==> src/rtl/math_operand_driver.sv <==
// math_operand_driver: master-side companion to the math_core region.
// Takes one operand pair at a time from an upstream valid/ready stream,
// holds it stable at the core for CORE_LAT cycles, captures the core's
// result/statistic and offers them on a downstream valid/ready stream.
// A freeze input stops new work so the region can be reconfigured.
module math_operand_driver #(
  parameter int DATA_W   = 32,
  parameter int CORE_LAT = 1,
  parameter int CNT_W    = 16
) (
  input  logic              clk,
  input  logic              rst,
  input  logic              in_valid,
  output logic              in_ready,
  input  logic [DATA_W-1:0] in_ain,
  input  logic [DATA_W-1:0] in_bin,
  output logic [DATA_W-1:0] core_ain,
  output logic [DATA_W-1:0] core_bin,
  input  logic [DATA_W-1:0] core_result,
  input  logic [DATA_W-1:0] core_statistic,
  output logic              out_valid,
  input  logic              out_ready,
  output logic [DATA_W-1:0] out_result,
  output logic [DATA_W-1:0] out_statistic,
  input  logic              freeze,
  output logic              idle,
  output logic [CNT_W-1:0]  txn_count
);

  // The wait counter only ever needs to hold CORE_LAT-1, and CORE_LAT tops out at 15.
  localparam int              LAT_W    = 4;
  localparam logic [LAT_W-1:0] LAT_LOAD = LAT_W'(CORE_LAT - 1);

  typedef enum logic [1:0] {
    IDLE  = 2'd0,
    ISSUE = 2'd1,
    WAIT  = 2'd2,
    HOLD  = 2'd3
  } state_t;

  state_t              state_q;
  logic [LAT_W-1:0]    wait_q;
  logic [DATA_W-1:0]   ain_q;
  logic [DATA_W-1:0]   bin_q;
  logic [DATA_W-1:0]   result_q;
  logic [DATA_W-1:0]   statistic_q;
  logic                out_valid_q;
  logic [CNT_W-1:0]    count_q;
  logic [CNT_W-1:0]    count_d;
  logic [LAT_W-1:0]    wait_d;

  // Next values for the two counters; the transaction count wraps silently.
  always_comb begin
    count_d = count_q + CNT_W'(1);
    wait_d  = wait_q - LAT_W'(1);
  end

  // Transaction sequencer: accept, let operands settle, wait out the core latency, hand off.
  always_ff @(posedge clk) begin
    if (rst) begin
      state_q     <= IDLE;
      wait_q      <= '0;
      ain_q       <= '0;
      bin_q       <= '0;
      result_q    <= '0;
      statistic_q <= '0;
      out_valid_q <= 1'b0;
      count_q     <= '0;
    end else begin
      case (state_q)
        IDLE: begin
          if (in_valid && in_ready) begin
            ain_q   <= in_ain;
            bin_q   <= in_bin;
            state_q <= ISSUE;
          end
        end
        ISSUE: begin
          wait_q  <= LAT_LOAD;
          state_q <= WAIT;
        end
        WAIT: begin
          if (wait_q == '0) begin
            result_q    <= core_result;
            statistic_q <= core_statistic;
            out_valid_q <= 1'b1;
            state_q     <= HOLD;
          end else begin
            wait_q <= wait_d;
          end
        end
        HOLD: begin
          if (out_valid_q && out_ready) begin
            out_valid_q <= 1'b0;
            count_q     <= count_d;
            state_q     <= IDLE;
          end
        end
        default: begin
          state_q <= IDLE;
        end
      endcase
    end
  end

  // Acceptance depends only on state and freeze so upstream never sees a loop through in_valid.
  always_comb begin
    in_ready = (state_q == IDLE) && !freeze;
    idle     = (state_q == IDLE);
  end

  assign core_ain      = ain_q;
  assign core_bin      = bin_q;
  assign out_valid     = out_valid_q;
  assign out_result    = result_q;
  assign out_statistic = statistic_q;
  assign txn_count     = count_q;

endmodule

==> config.mk <==
export PLATFORM = sky130hd
export DESIGN_NAME = math_operand_driver
export DESIGN_NICKNAME = d
export VERILOG_FILES = /design/src/rtl/math_operand_driver.sv
export SDC_FILE = /design/constraint.sdc
export NUM_CORES = 1
export LEC_CHECK = 0
export ABC_AREA = 1
export BUFFER_PORTS_ARGS = -buffer_cell sky130_fd_sc_hd__clkbuf_2
export CORE_MARGIN = 4
export CORE_UTILIZATION = 46
export CTS_BUF_LIST = sky130_fd_sc_hd__clkbuf_4 sky130_fd_sc_hd__clkbuf_8 sky130_fd_sc_hd__clkbuf_16
export DETAILED_ROUTE_END_ITERATION = 8
export PLACE_DENSITY = 0.79
export SYNTH_ARGS = -nofsm -noshare
export SYNTH_HDL_FRONTEND = slang
export SYNTH_SLANG_ARGS = --single-unit
==> constraint.sdc <==
create_clock -name clk -period 1.49 [get_ports clk]
set_input_delay 0 -clock clk [delete_from_list [all_inputs] [get_ports clk]]
set_output_delay 0 -clock clk [all_outputs]
set_load 0.02 [all_outputs]
After elaboration in Yosys (flattened, before gate mapping)
Index checks and enable logic that the tools add are counted.
Widths: inputs -> output; s select.

word-level totals
  register bits = 151
  bits in latches = 0
  bits in writable memories = 0
  ROM bits = 0
  bits of input ports = 133
  output and inout port bits = 147
  logic and storage cells = 40
  memories kept = 0

cells by class
  add/subtract/negate cells = 2
  $mul = 0
  div/mod/pow operators = 0
  order comparisons = 0
  equal/unequal tests = 7
  shift-type cells = 0
  multiplexer cells = 9
  bitwise logic cells = 0
  reductions and logical operators = 14

operators by type and width
  kind                   count
  $add 16x1->16 const B  1
  $pmux 2 s4             1
  $pmux 4 s2             1
  $reduce_and 2->1       4
  $mux 2                 3
  $ne 2x2->1 const B     3
  $reduce_and 3->1       2
  $eq 2x2->1 const B     2
  $logic_not 4->1        1
  $mux 4                 1
  $reduce_bool 2->1      2
  $sub 4x1->4 const B    1
  $logic_and 1x1->1      3
  $eq 2x1->1 const B     1
  $logic_not 2->1        1
  $mux 1                 2
  $ne 2x1->1 const B     1
  $pmux 1 s2             1
  $logic_not 1->1        1

Depth between registers and ports, before layout
Gate-level depths: netlist of run 1.

  word-level depth = 5
  depth in mapped cells = 9

Worst setup path after synthesis of run 1
No wires, ideal clock.

  path type = register -> register
  start = reg state_q[0]
  end = reg ain_q[0] (netlist: core_ain[0])
  arrival = 1.345 ns
  data required time = 1.420 ns
  setup slack = 0.074 ns
  cell stages (with the launch flop) = 9
  buffers on the path = 2
  cell sequence = dfxtp_1 inv_1 ha_1 inv_2 nor2_2 buf_4 buf_6 nand3_1 a21oi_1

on the way
  cells in the longest elaborated chain, start to end = 4

ends and longest elaborated chain
  what                                   line  RTL
  from (decl)                            41    state_t state_q;
  from (signal assigned)                 61    state_q <= IDLE;
  from (signal assigned)                 75    state_q <= ISSUE;
  from (signal assigned)                 80    state_q <= WAIT;
  $logic_not 2->1 (*)                    n/a
  net idle                               26    output logic idle,
  $logic_and 1x1->1                      108   in_ready = (state_q == IDLE) && !freeze;
  $logic_and 1x1->1                      72    if (in_valid && in_ready) begin
  $reduce_and 2->1 (no source line) (*)  n/a
  to (signal assigned)                   73    ain_q <= in_ain;
  to (decl)                              43    logic [DATA_W-1:0] ain_q;

The timed path passes the listed nets; every way through them passes the cells marked *.
A chain may end at the register's enable or synchronous reset.

Worst setup path after layout of run 1
  start = reg wait_q[1]
  end = reg result_q[28] (netlist: out_result[28])

on the way
  cells in the longest elaborated chain, start to end = 2

ends and longest elaborated chain
  what                               line  RTL
  from (decl)                        42    logic [LAT_W-1:0] wait_q;
  from (signal assigned)             89    wait_q <= wait_d;
  $logic_not 4->1                    83    if (wait_q == '0) begin
  $reduce_and 2->1 (no source line)  n/a
  to (signal assigned)               84    result_q <= core_result;
  to (decl)                          45    logic [DATA_W-1:0] result_q;

No other way between the ends.

==> impl_metrics.tcl, run 1 <==
set metrics [dict create \
    rsz0062_at_grt "true" \
    synthMuxAreaShare_pct 0 \
    die_width_um 120 \
    synth-seq-cells 151 \
    r2r-start "wait_q[1]$_SDFFE_PP0P_" \
    gp_congestion 0.795 \
    io_buffers 279 \
    crit_buf_inv 3 \
    cts_sinks 151 \
    synth_edf_count 0 \
    fp.coreArea_sq_um 12200 \
    clkLatencyLatePin_ns 0.42 \
    outcome "complete, but fails checks" \
    post_drt_wl_per_cell_um 18.4 \
    max-slew-margin-rel_pct 67.6 \
    drtPass1Iterations 6 \
    tns_ns -0.000158 \
    final.min_clock_period_ns 1.49 \
    synth-async-reset-ratio_pct 0 \
    crit_type "register to register" \
    synth.distinct_cells 28 \
    drive_above_1_share_pct 32.8 \
    synth-adder-area-share_pct 1.51 \
    ir_drop_v 0.000950 \
    via_per_inst 5.36 \
    start_util_pct 47.6 \
    routed_wl_um 24700 \
    drc 0 \
    grt_pass1_vias 7241 \
    power.density_nw_per_um2 1560 \
    htreeDepth 4 \
    slowest_delay_ns 0.37 \
    setup_viol_count_final 1 \
    pin_count 280 \
    fin_ws_ns -0.000158 \
    skew_ns 0.0118 \
    fmax_mhz 671 \
    min_from "freeze" \
    grt_pass1_wl_um 37500 \
    drt_iter0_drc 944 \
    rows 40 \
    tightest_slew_ns 0.486 \
    synth.avg_cell_area_sq_um 7.77 \
    grt_max_degree 69 \
    die_y_um 120 \
    hpwl_um 11900 \
    synth-compound-area-share_pct 12.7 \
    synth_xor_area_share_pct 0.151 \
    die-area_sq_um 14500 \
    clockRootBuffer "clkbuf_16" \
    crit_required_ns 1.82 \
    synth_flop_cell "dfxtp_1" \
    critical_path.top_delay_family "flip-flops" \
    yosysWarningCount 0 \
    cts_buffer_depth 2 \
    crit_path_start_kind "register" \
    layout.nets 1305 \
    worstPathArrival_ns 1.82 \
    cp-startpoint "wait_q[1]$_SDFFE_PP0P_" \
    path_max_fanout 21 \
    seq_area_frac_synth_pct 52.0 \
    synth_area_sq_um 5810 \
    maxCapViolations 0 \
    crit_path_end_kind "register" \
    antenna_found_initial 2 \
    fin_cells 1347 \
    whs_path_depth 5 \
    r2r_cells 7 \
    area_growth_pct 66.8 \
    path_clk_slew_ns 0.07 \
    cts_buffers 17 \
    grt_overflow 0 \
    grt.total_usage_pct 32.3 \
    syn_nets 888 \
    p_leak_nw 4.32 \
    min_period_over_period_pct 100 \
    hold_class "input port to register" \
    final_cell_mix "clkbuf_2 (277), nand2_1 (236), dfxtp_1 (149), dlygate4sd3_1 (130), a21oi_1 (127)" \
    violations "negative setup slack" \
    yosys.area_share.simple_pct 26.2 \
    finalHoldViolations 0 \
    cp.depth 7 \
    num_vias 7225 \
    path_cells "inv_2 -> ha_4 -> nand3_4 -> buf_12 -> buf_16 -> nand2_1 -> a21oi_2" \
    drtAntennaViolNets 0 \
    synth_top_family_by_area "simple AND/OR/NAND/NOR gates" \
    final_common_cell "clkbuf_2" \
    cts_tree "yes" \
    place_inst 1171 \
    syn_inst 748 \
    critical_path.slowest_cell "dfxtp_1" \
    drv_slew 0 \
]
## timing repair
action / 4_1_cts / 5_1_grt
hold endpoints to repair: 129 / 0
gates resized for setup: 7 / 31
gates cloned: 2 / 3
setup endpoints to repair: 66 / 125
setup buffers: 7 / 1
hold buffers: 130 / 0
pin swaps: 5 / 19
## cell type report
cell class,count,area [sq um]
Tap cell,168,210
Inverter,26,108
Antenna cell,2,5.00
Fill cell,743,2510
Multi-Input combinational cell,520,2460
Sequential cell,151,3030
Timing Repair Buffer,449,3240
Clock inverter,10,168
Clock buffer,21,480
## cells by family after synthesis
logic type,count (synthesis)
fa+ha+maj,7
simple gates,366
buf+inv,77
xor+xnor,1
compound gates,146
flops,151
## sequential cells by signal (all words and copies together), names as in the netlist
signal	cells
out_statistic	32
wait_q	4
core_ain	32
out_valid	1
out_result	32
txn_count	16
state_q	2
core_bin	32
## cells in the mapped netlist (2+ instances only)
library cell | count | share of area (%)
dfxtp_1 | 151 | 52
o21ai_0 | 5 | 0.43
inv_2 | 3 | 0.19
nor2_1 | 34 | 2.2
nand3_1 | 76 | 6.5
nand4_1 | 2 | 0.22
inv_1 | 22 | 1.4
nor2_2 | 3 | 0.32
and3_1 | 2 | 0.22
clkbuf_1 | 13 | 0.84
nor3_1 | 5 | 0.43
nand2_1 | 237 | 15
ha_1 | 7 | 1.5
nor2_4 | 2 | 0.39
buf_6 | 13 | 2.5
buf_2 | 18 | 1.5
buf_4 | 6 | 0.77
a21oi_1 | 138 | 12
nand2_2 | 2 | 0.22
## through the flow
step	cell area (sq um)	setup WS, ns	hold slack (ns)	power (W)	utilization, %
4_1_cts	9510	-0.00488	0.0120	0.0144	77.9
6_report	9700	-0.000158	0.0319	0.0151	79.4
3_3_place_gp	7410	0.0464	0.231	0.00904	60.7
2_1_floorplan	5810	0.0744	0.143	0.00778	-
5_1_grt	9690	-0.0336	0.0368	0.0157	79.4
3_5_place_dp	7410	-0.0437	0.238	0.00911	60.7
## routing by layer
layer | up-vias | share of wire, % | track usage, %
met3 | 142 | 9.6 | 10.4
met4 | 0 | 6.5 | 19.1
met2 | 518 | 49 | 54.2
met5 | - | 0 | 0
li1 | 3278 | - | -
met1 | 3287 | 35 | 35.8
## final timing paths
path	end	slack, ns
worst min-delay path	core_bin[19]$_SDFFE_PP0P_	0.03
worst max register to register	out_result[28]$_SDFFE_PP0P_	-0.0002
worst min register to register	core_bin[10]$_SDFFE_PP0P_	0.46
worst max-delay path	out_result[28]$_SDFFE_PP0P_	-0.0002
## worst register-to-register path: stages, from the launching register on
cell     delay [ns]
dfxtp_1        0.37
inv_2          0.08
ha_4           0.18
nand3_4        0.12
buf_12         0.14
buf_16         0.15
nand2_1        0.13
a21oi_2        0.23
## power by group
group	switching [W]	internal, W	total [W]
sequential	0.000449	0.00471	0.00516
combinational	0.00312	0.00209	0.00521
clock	0.00174	0.00298	0.00473
No activity file was read; power rests on OpenSTA's default activity.
==> inputs of run 2 (changes only) <==
--- a/config.mk
+++ b/config.mk
@@ -7,9 +7,8 @@
 export LEC_CHECK = 0
-export ABC_AREA = 1
 export BUFFER_PORTS_ARGS = -buffer_cell sky130_fd_sc_hd__clkbuf_2
 export CORE_MARGIN = 4
-export CORE_UTILIZATION = 46
+export CORE_UTILIZATION = 45
 export CTS_BUF_LIST = sky130_fd_sc_hd__clkbuf_4 sky130_fd_sc_hd__clkbuf_8 sky130_fd_sc_hd__clkbuf_16
 export DETAILED_ROUTE_END_ITERATION = 8
-export PLACE_DENSITY = 0.79
+export PLACE_DENSITY = 0.78
 export SYNTH_ARGS = -nofsm -noshare
--- a/constraint.sdc
+++ b/constraint.sdc
@@ -3,2 +3,2 @@
 set_output_delay 0 -clock clk [all_outputs]
-set_load 0.02 [all_outputs]
+set_load 0.1 [all_outputs]
==> impl_metrics.tcl, run 2 <==
set metrics [dict create \
    outcome "complete, but fails checks" \
    violations "negative setup slack" \
    power.density_nw_per_um2 1870 \
    netSwitchingFraction_pct 47.5 \
    p_comb_share_pct 49.4 \
    internal-power_w 0.00992 \
    tns_ns -23.67 \
    p_leak_nw 4.43 \
    grt_pass1_wl_um 33400 \
    hold_class "input port to register" \
    yosys.area.top_type "dfxtp_1" \
    path_max_fanout 11 \
    routed_wl_um 25000 \
    crit_buf_inv 3 \
    die_y_um 118 \
    cts_buffers 17 \
    die-area_sq_um 14000 \
    hpwl_um 11500 \
    post_drt_wl_per_cell_um 19.3 \
    place_inst 1103 \
    seqPwrFrac_pct 27.0 \
    tightest_slew_ns 0.621 \
    synth_commonest_cells "nand2_1 (265), dfxtp_1 (151), a21oi_1 (136)" \
    max-slew-margin-rel_pct 58.7 \
    final_common_cell "clkbuf_2" \
    synth.avg_cell_area_sq_um 7.96 \
    grt.total_usage_pct 29.4 \
    synth.distinct_cells 33 \
    cp.depth 8 \
    drc 0 \
    drt_iter0_drc 631 \
    crit_type "register to register" \
    ys_top_cells_by_area "dfxtp_1 (55%), nand2_1 (18%), a21oi_1 (12%)" \
    grt_overflow 0 \
    syn_nets 828 \
    drive_above_1_share_pct 42.8 \
    htreeDepth 4 \
    worstPathArrival_ns 2.21 \
    final.min_clock_period_ns 1.91 \
    seq_area_frac_synth_pct 55.2 \
    skew_ns 0.0136 \
    pre_cts_slack_ns -0.297 \
    crit_path_end_kind "register" \
    rsz0062_at_grt "true" \
    crit_path_start_kind "register" \
    synth-async-reset-ratio_pct 0 \
    synth_flop_cell "dfxtp_1" \
    multi_input_area_sq_um 2600 \
    seq_area_sq_um 3080 \
    clkPwrFrac_pct 23.6 \
    synth_edf_count 0 \
    cts_buffer_depth 2 \
    pin_count 280 \
    fill_cells 622 \
    fin_cells 1296 \
    start_util_pct 45.8 \
    rows 40 \
    die_width_um 118 \
    critical_path.top_delay_family "simple AND/OR/NAND/NOR gates" \
    layout.nets 1274 \
    yosysMostFrequentCell "nand2_1" \
    finalHoldViolations 0 \
    cts_tree "yes" \
    drv_slew 0 \
    grt_max_degree 38 \
    final_cell_mix "clkbuf_2 (276), nand2_1 (217), dfxtp_1 (131), dlygate4sd3_1 (130), a21oi_1 (108)" \
    whs_path_depth 5 \
    fmax_mhz 523 \
    via_per_inst 5.44 \
    p_switching_w 0.00898 \
    drtAntennaViolNets 0 \
    slowest_delay_ns 0.40 \
    fp.coreArea_sq_um 12000 \
    syn_inst 688 \
    crit_required_ns 1.79 \
    cts_sinks 151 \
    io_buffers 279 \
    synth.top_cell.area_share_pct 55.2 \
    maxCapViolations 0 \
    grt_pass1_vias 6643 \
    drtPass1Iterations 9 \
    fin_ws_ns -0.422 \
    r2r_cells 8 \
    clkLatencyLatePin_ns 0.43 \
    num_vias 7056 \
    area_growth_pct 84.9 \
    setup_viol_count_final 116 \
    antenna_found_initial 0 \
    synth-seq-cells 151 \
    min_period_over_period_pct 128 \
    synth_area_sq_um 5480 \
    gp_congestion 0.842 \
    path_cells "inv_2 -> ha_2 -> or3b_4 -> buf_4 -> or2_4 -> clkbuf_16 -> nand2_1 -> a21oi_1" \
    critical_path.slowest_cell "or3b_4" \
    path_clk_slew_ns 0.06 \
    ir_drop_v 0.00132 \
    clockRootBuffer "clkbuf_16" \
    yosysWarningCount 0 \
    post-route-util_pct 84.7 \
]
[run 2: layer usage]
layer  wire (um)  up-vias  track usage, %
met1        8540     3220            32.3
met3        2320      154            8.09
li1            -     3146               -
met2       12300      536            49.8
met5           0        -               0
met4        1810        0            18.9
[run 2: cells by family after synthesis]
logic type	Yosys count	synth area share, %
AOI/OAI and AO/OA	145	13.5
buffers and inverters	52	3.79
adders and majority gates	7	1.60
muxes	3	0.548
xor gates and xnor gates	11	1.76
and+or+nand+nor	319	23.6
DFF	151	55.2
[run 2: power by group through the flow]
stage          clock (W)  sequential, W  combinational [W]
2_1_floorplan          0        0.00903            0.00212
3_3_place_gp           0        0.00501            0.00758
3_5_place_dp           0        0.00504            0.00762
4_1_cts          0.00443        0.00498            0.00824
5_1_grt          0.00467        0.00514            0.00964
6_report         0.00446        0.00510            0.00934
[run 2: what timing repair did]
action	in CTS	in global routing
setup endpoints to repair	76	113
gates resized for setup	21	82
endpoints found under the hold margin	129	0
pin swaps	6	25
setup buffers	7	10
hold buffers	130	0
cloned	3	11
[run 2: worst register-to-register path: cells and delay by family (launching register included)]
| kind | cells | cell delay (ns) |
|---|---|---|
| simple gates | 3 | 0.84 |
| buf+inv | 3 | 0.41 |
| flops | 1 | 0.32 |
| fa+ha+maj | 1 | 0.15 |
| compound gates | 1 | 0.09 |
[run 2: final timing paths]
check	slack [ns]	start	endpoint
worst min-delay path	0.13	in_valid	core_ain[4]$_SDFFE_PP0P_
worst max register to register	-0.42	wait_q[0]$_SDFFE_PP0P_	out_statistic[27]$_SDFFE_PP0P_
worst max-delay path	-0.42	wait_q[0]$_SDFFE_PP0P_	out_statistic[27]$_SDFFE_PP0P_
worst min register to register	0.45	core_ain[8]$_SDFFE_PP0P_	core_ain[8]$_SDFFE_PP0P_
[run 2: stage by stage]
stage               hold WS, ns  cell area (sq um)  power, W
floorplan                 0.106               5740    0.0111
global placement          0.223               7450    0.0126
detailed placement        0.229               7450    0.0127
CTS                       0.113               9530    0.0176
global route              0.141              10100    0.0195
finish                    0.128              10100    0.0189
[run 2: layout make-up]
cell class,instances,area share [%]
timing repair buffer,472,35.8
clock buffer,20,4.48
multi-input combinational,485,25.6
inverter,7,0.309
clock inverter,12,1.51
antenna,2,0.0494
tap,147,1.82
sequential,151,30.4
==> inputs of run 3 (changes only) <==
- clock period: 1.49 -> 1.8 ns (I/O delays scaled with it)
==> impl_metrics.tcl, run 3 (synthesis gave the netlist of run 2 again) <==
set metrics [dict create \
    gp_congestion 0.773 \
    final_common_cell "clkbuf_2" \
    drtPass1Iterations 5 \
    reg2reg_slack_ns -0.09 \
    netSwitchingFraction_pct 47.9 \
    grt_overflow 0 \
    setup_viol_count_final 14 \
    power.density_nw_per_um2 1540 \
    cts_buffer_depth 2 \
    total_power_w 0.0145 \
    cts_buffers 17 \
    drc 0 \
    tightest_slew_ns 0.591 \
    rsz0062_at_grt "true" \
    finalHoldViolations 0 \
    area_growth_pct 71.8 \
    maxCapViolations 0 \
    drv_slew 0 \
    hold_class "input port to register" \
    layout.nets 1237 \
    p_comb_share_pct 47.9 \
    drtAntennaViolNets 0 \
    fmax_mhz 529 \
    crit_path_start_kind "register" \
    fp.coreArea_sq_um 12000 \
    start_util_pct 45.8 \
    path_max_fanout 11 \
    critical_path.slowest_cell "or3b_4" \
    drive_above_1_share_pct 37.4 \
    num_vias 6430 \
    cts_sinks 151 \
    routed_wl_um 21000 \
    io_buffers 279 \
    crit_type "register to register" \
    grt_pass1_wl_um 31000 \
    clkPwrFrac_pct 23.5 \
    cts_tree "yes" \
    slowest_delay_ns 0.41 \
    final.min_clock_period_ns 1.89 \
    antenna_found_initial 0 \
    die-area_sq_um 14000 \
    post_drt_wl_per_cell_um 16.7 \
    internal-power_w 0.00755 \
    clkLatencyLatePin_ns 0.42 \
    whs_path_depth 5 \
    worstPathArrival_ns 2.22 \
    rows 40 \
    grt_max_degree 65 \
    skew_ns 0.00909 \
    final_cell_mix "clkbuf_2 (278), nand2_1 (254), dfxtp_1 (132), dlygate4sd3_1 (130), a21oi_1 (102)" \
    grt_pass1_vias 6264 \
    outcome "complete, but fails checks" \
    p_leak_nw 4.08 \
    seqPwrFrac_pct 28.6 \
    grt.total_usage_pct 26.9 \
    max-slew-margin-rel_pct 60.8 \
    min_period_over_period_pct 105 \
    r2r_cells 9 \
    path_clk_slew_ns 0.06 \
    fin_ws_ns -0.0909 \
    ir_drop_v 0.000817 \
    via_per_inst 5.11 \
    crit_required_ns 2.13 \
    clockRootBuffer "clkbuf_16" \
    tns_ns -0.314 \
    crit_path_end_kind "register" \
    die_y_um 118 \
    htreeDepth 4 \
    drt_iter0_drc 642 \
    path_cells "inv_2 -> ha_1 -> or3b_4 -> buf_6 -> nor2_4 -> buf_12 -> clkbuf_16 -> nand2_1 -> a21oi_1" \
    p_switching_w 0.00695 \
    pin_count 280 \
    violations "negative setup slack" \
    hpwl_um 10600 \
    die_width_um 118 \
]
run 3: changes by cell type in the layout (fill, tap and decap cells not counted), sizes merged:
| cell | previous run | this run |
|---|---|---|
| inv | 7 | 9 |
| diode | 2 | 1 |
| clkinv | 8 | 5 |
| clkbuf | 306 | 309 |
| clkinvlp | 1 | 0 |
| buf | 56 | 20 |
| bufinv | 3 | 1 |
run 3: metal layers:
layer	up-vias	part of all wire, %	global-route usage [%]
met4	0	3.7	10.1
met5	-	0	0
met2	347	51	46.7
li1	3073	-	-
met3	68	8.6	8.56
met1	2942	37	30.8
run 3: cell type report:
| cell class | instances | area, sq um |
|---|---|---|
| timing repair buffer | 435 | 3130 |
| sequential | 151 | 3060 |
| fill | 715 | 2550 |
| multi-input combinational | 485 | 2440 |
| clock buffer | 24 | 497 |
| tap | 147 | 184 |
| clock inverter | 8 | 70.1 |
| inverter | 7 | 26.3 |
| antenna | 1 | 2.50 |
run 3: per-stage QoR:
stage          util, %  instance area [sq um]  worst slack [ns]  hold WS (ns)  std cells
2_1_floorplan        -                   5670            -0.335         0.106        688
3_3_place_gp      59.9                   7160            0.0613         0.223       1085
3_5_place_dp      59.9                   7160            0.0194         0.229       1085
4_1_cts           75.5                   9030           0.00794         0.125       1247
5_1_grt           78.7                   9410            -0.140         0.140       1257
6_report          78.7                   9410           -0.0909         0.132       1258
run 3: worst max-delay path: cells and delay by family (launching register included):
kind | cells | cell delay (ns)
AND/OR/NAND/NOR | 3 | 0.59
flip-flops | 1 | 0.32
AO/OA/AOI/OAI | 1 | 0.18
buffers and inverters | 4 | 0.55
adder cells (fa/ha/maj) | 1 | 0.15
run 3: repair_timing:
item                                    CTS  global route
hold buffers                            130             0
resized for setup                         0            50
endpoints found under the setup margin    0            67
hold endpoints to repair                129             0
buffers inserted                          0             3
run 3: power groups by stage:
stage | Clock, W | Sequential (W) | Combinational [W]
global placement | 0 | 0.00415 | 0.00600
global route | 0.00362 | 0.00419 | 0.00724
CTS | 0.00344 | 0.00410 | 0.00626
floorplan | 0 | 0.00748 | 0.00174
finish | 0.00341 | 0.00414 | 0.00695
detailed placement | 0 | 0.00417 | 0.00602
run 3: worst paths after layout:
kind,startpoint,to
max,wait_q[0]$_SDFFE_PP0P_,out_result[24]$_SDFFE_PP0P_
min,in_valid,core_bin[23]$_SDFFE_PP0P_
max reg2reg,wait_q[0]$_SDFFE_PP0P_,out_result[24]$_SDFFE_PP0P_
min reg2reg,core_bin[26]$_SDFFE_PP0P_,core_bin[26]$_SDFFE_PP0P_
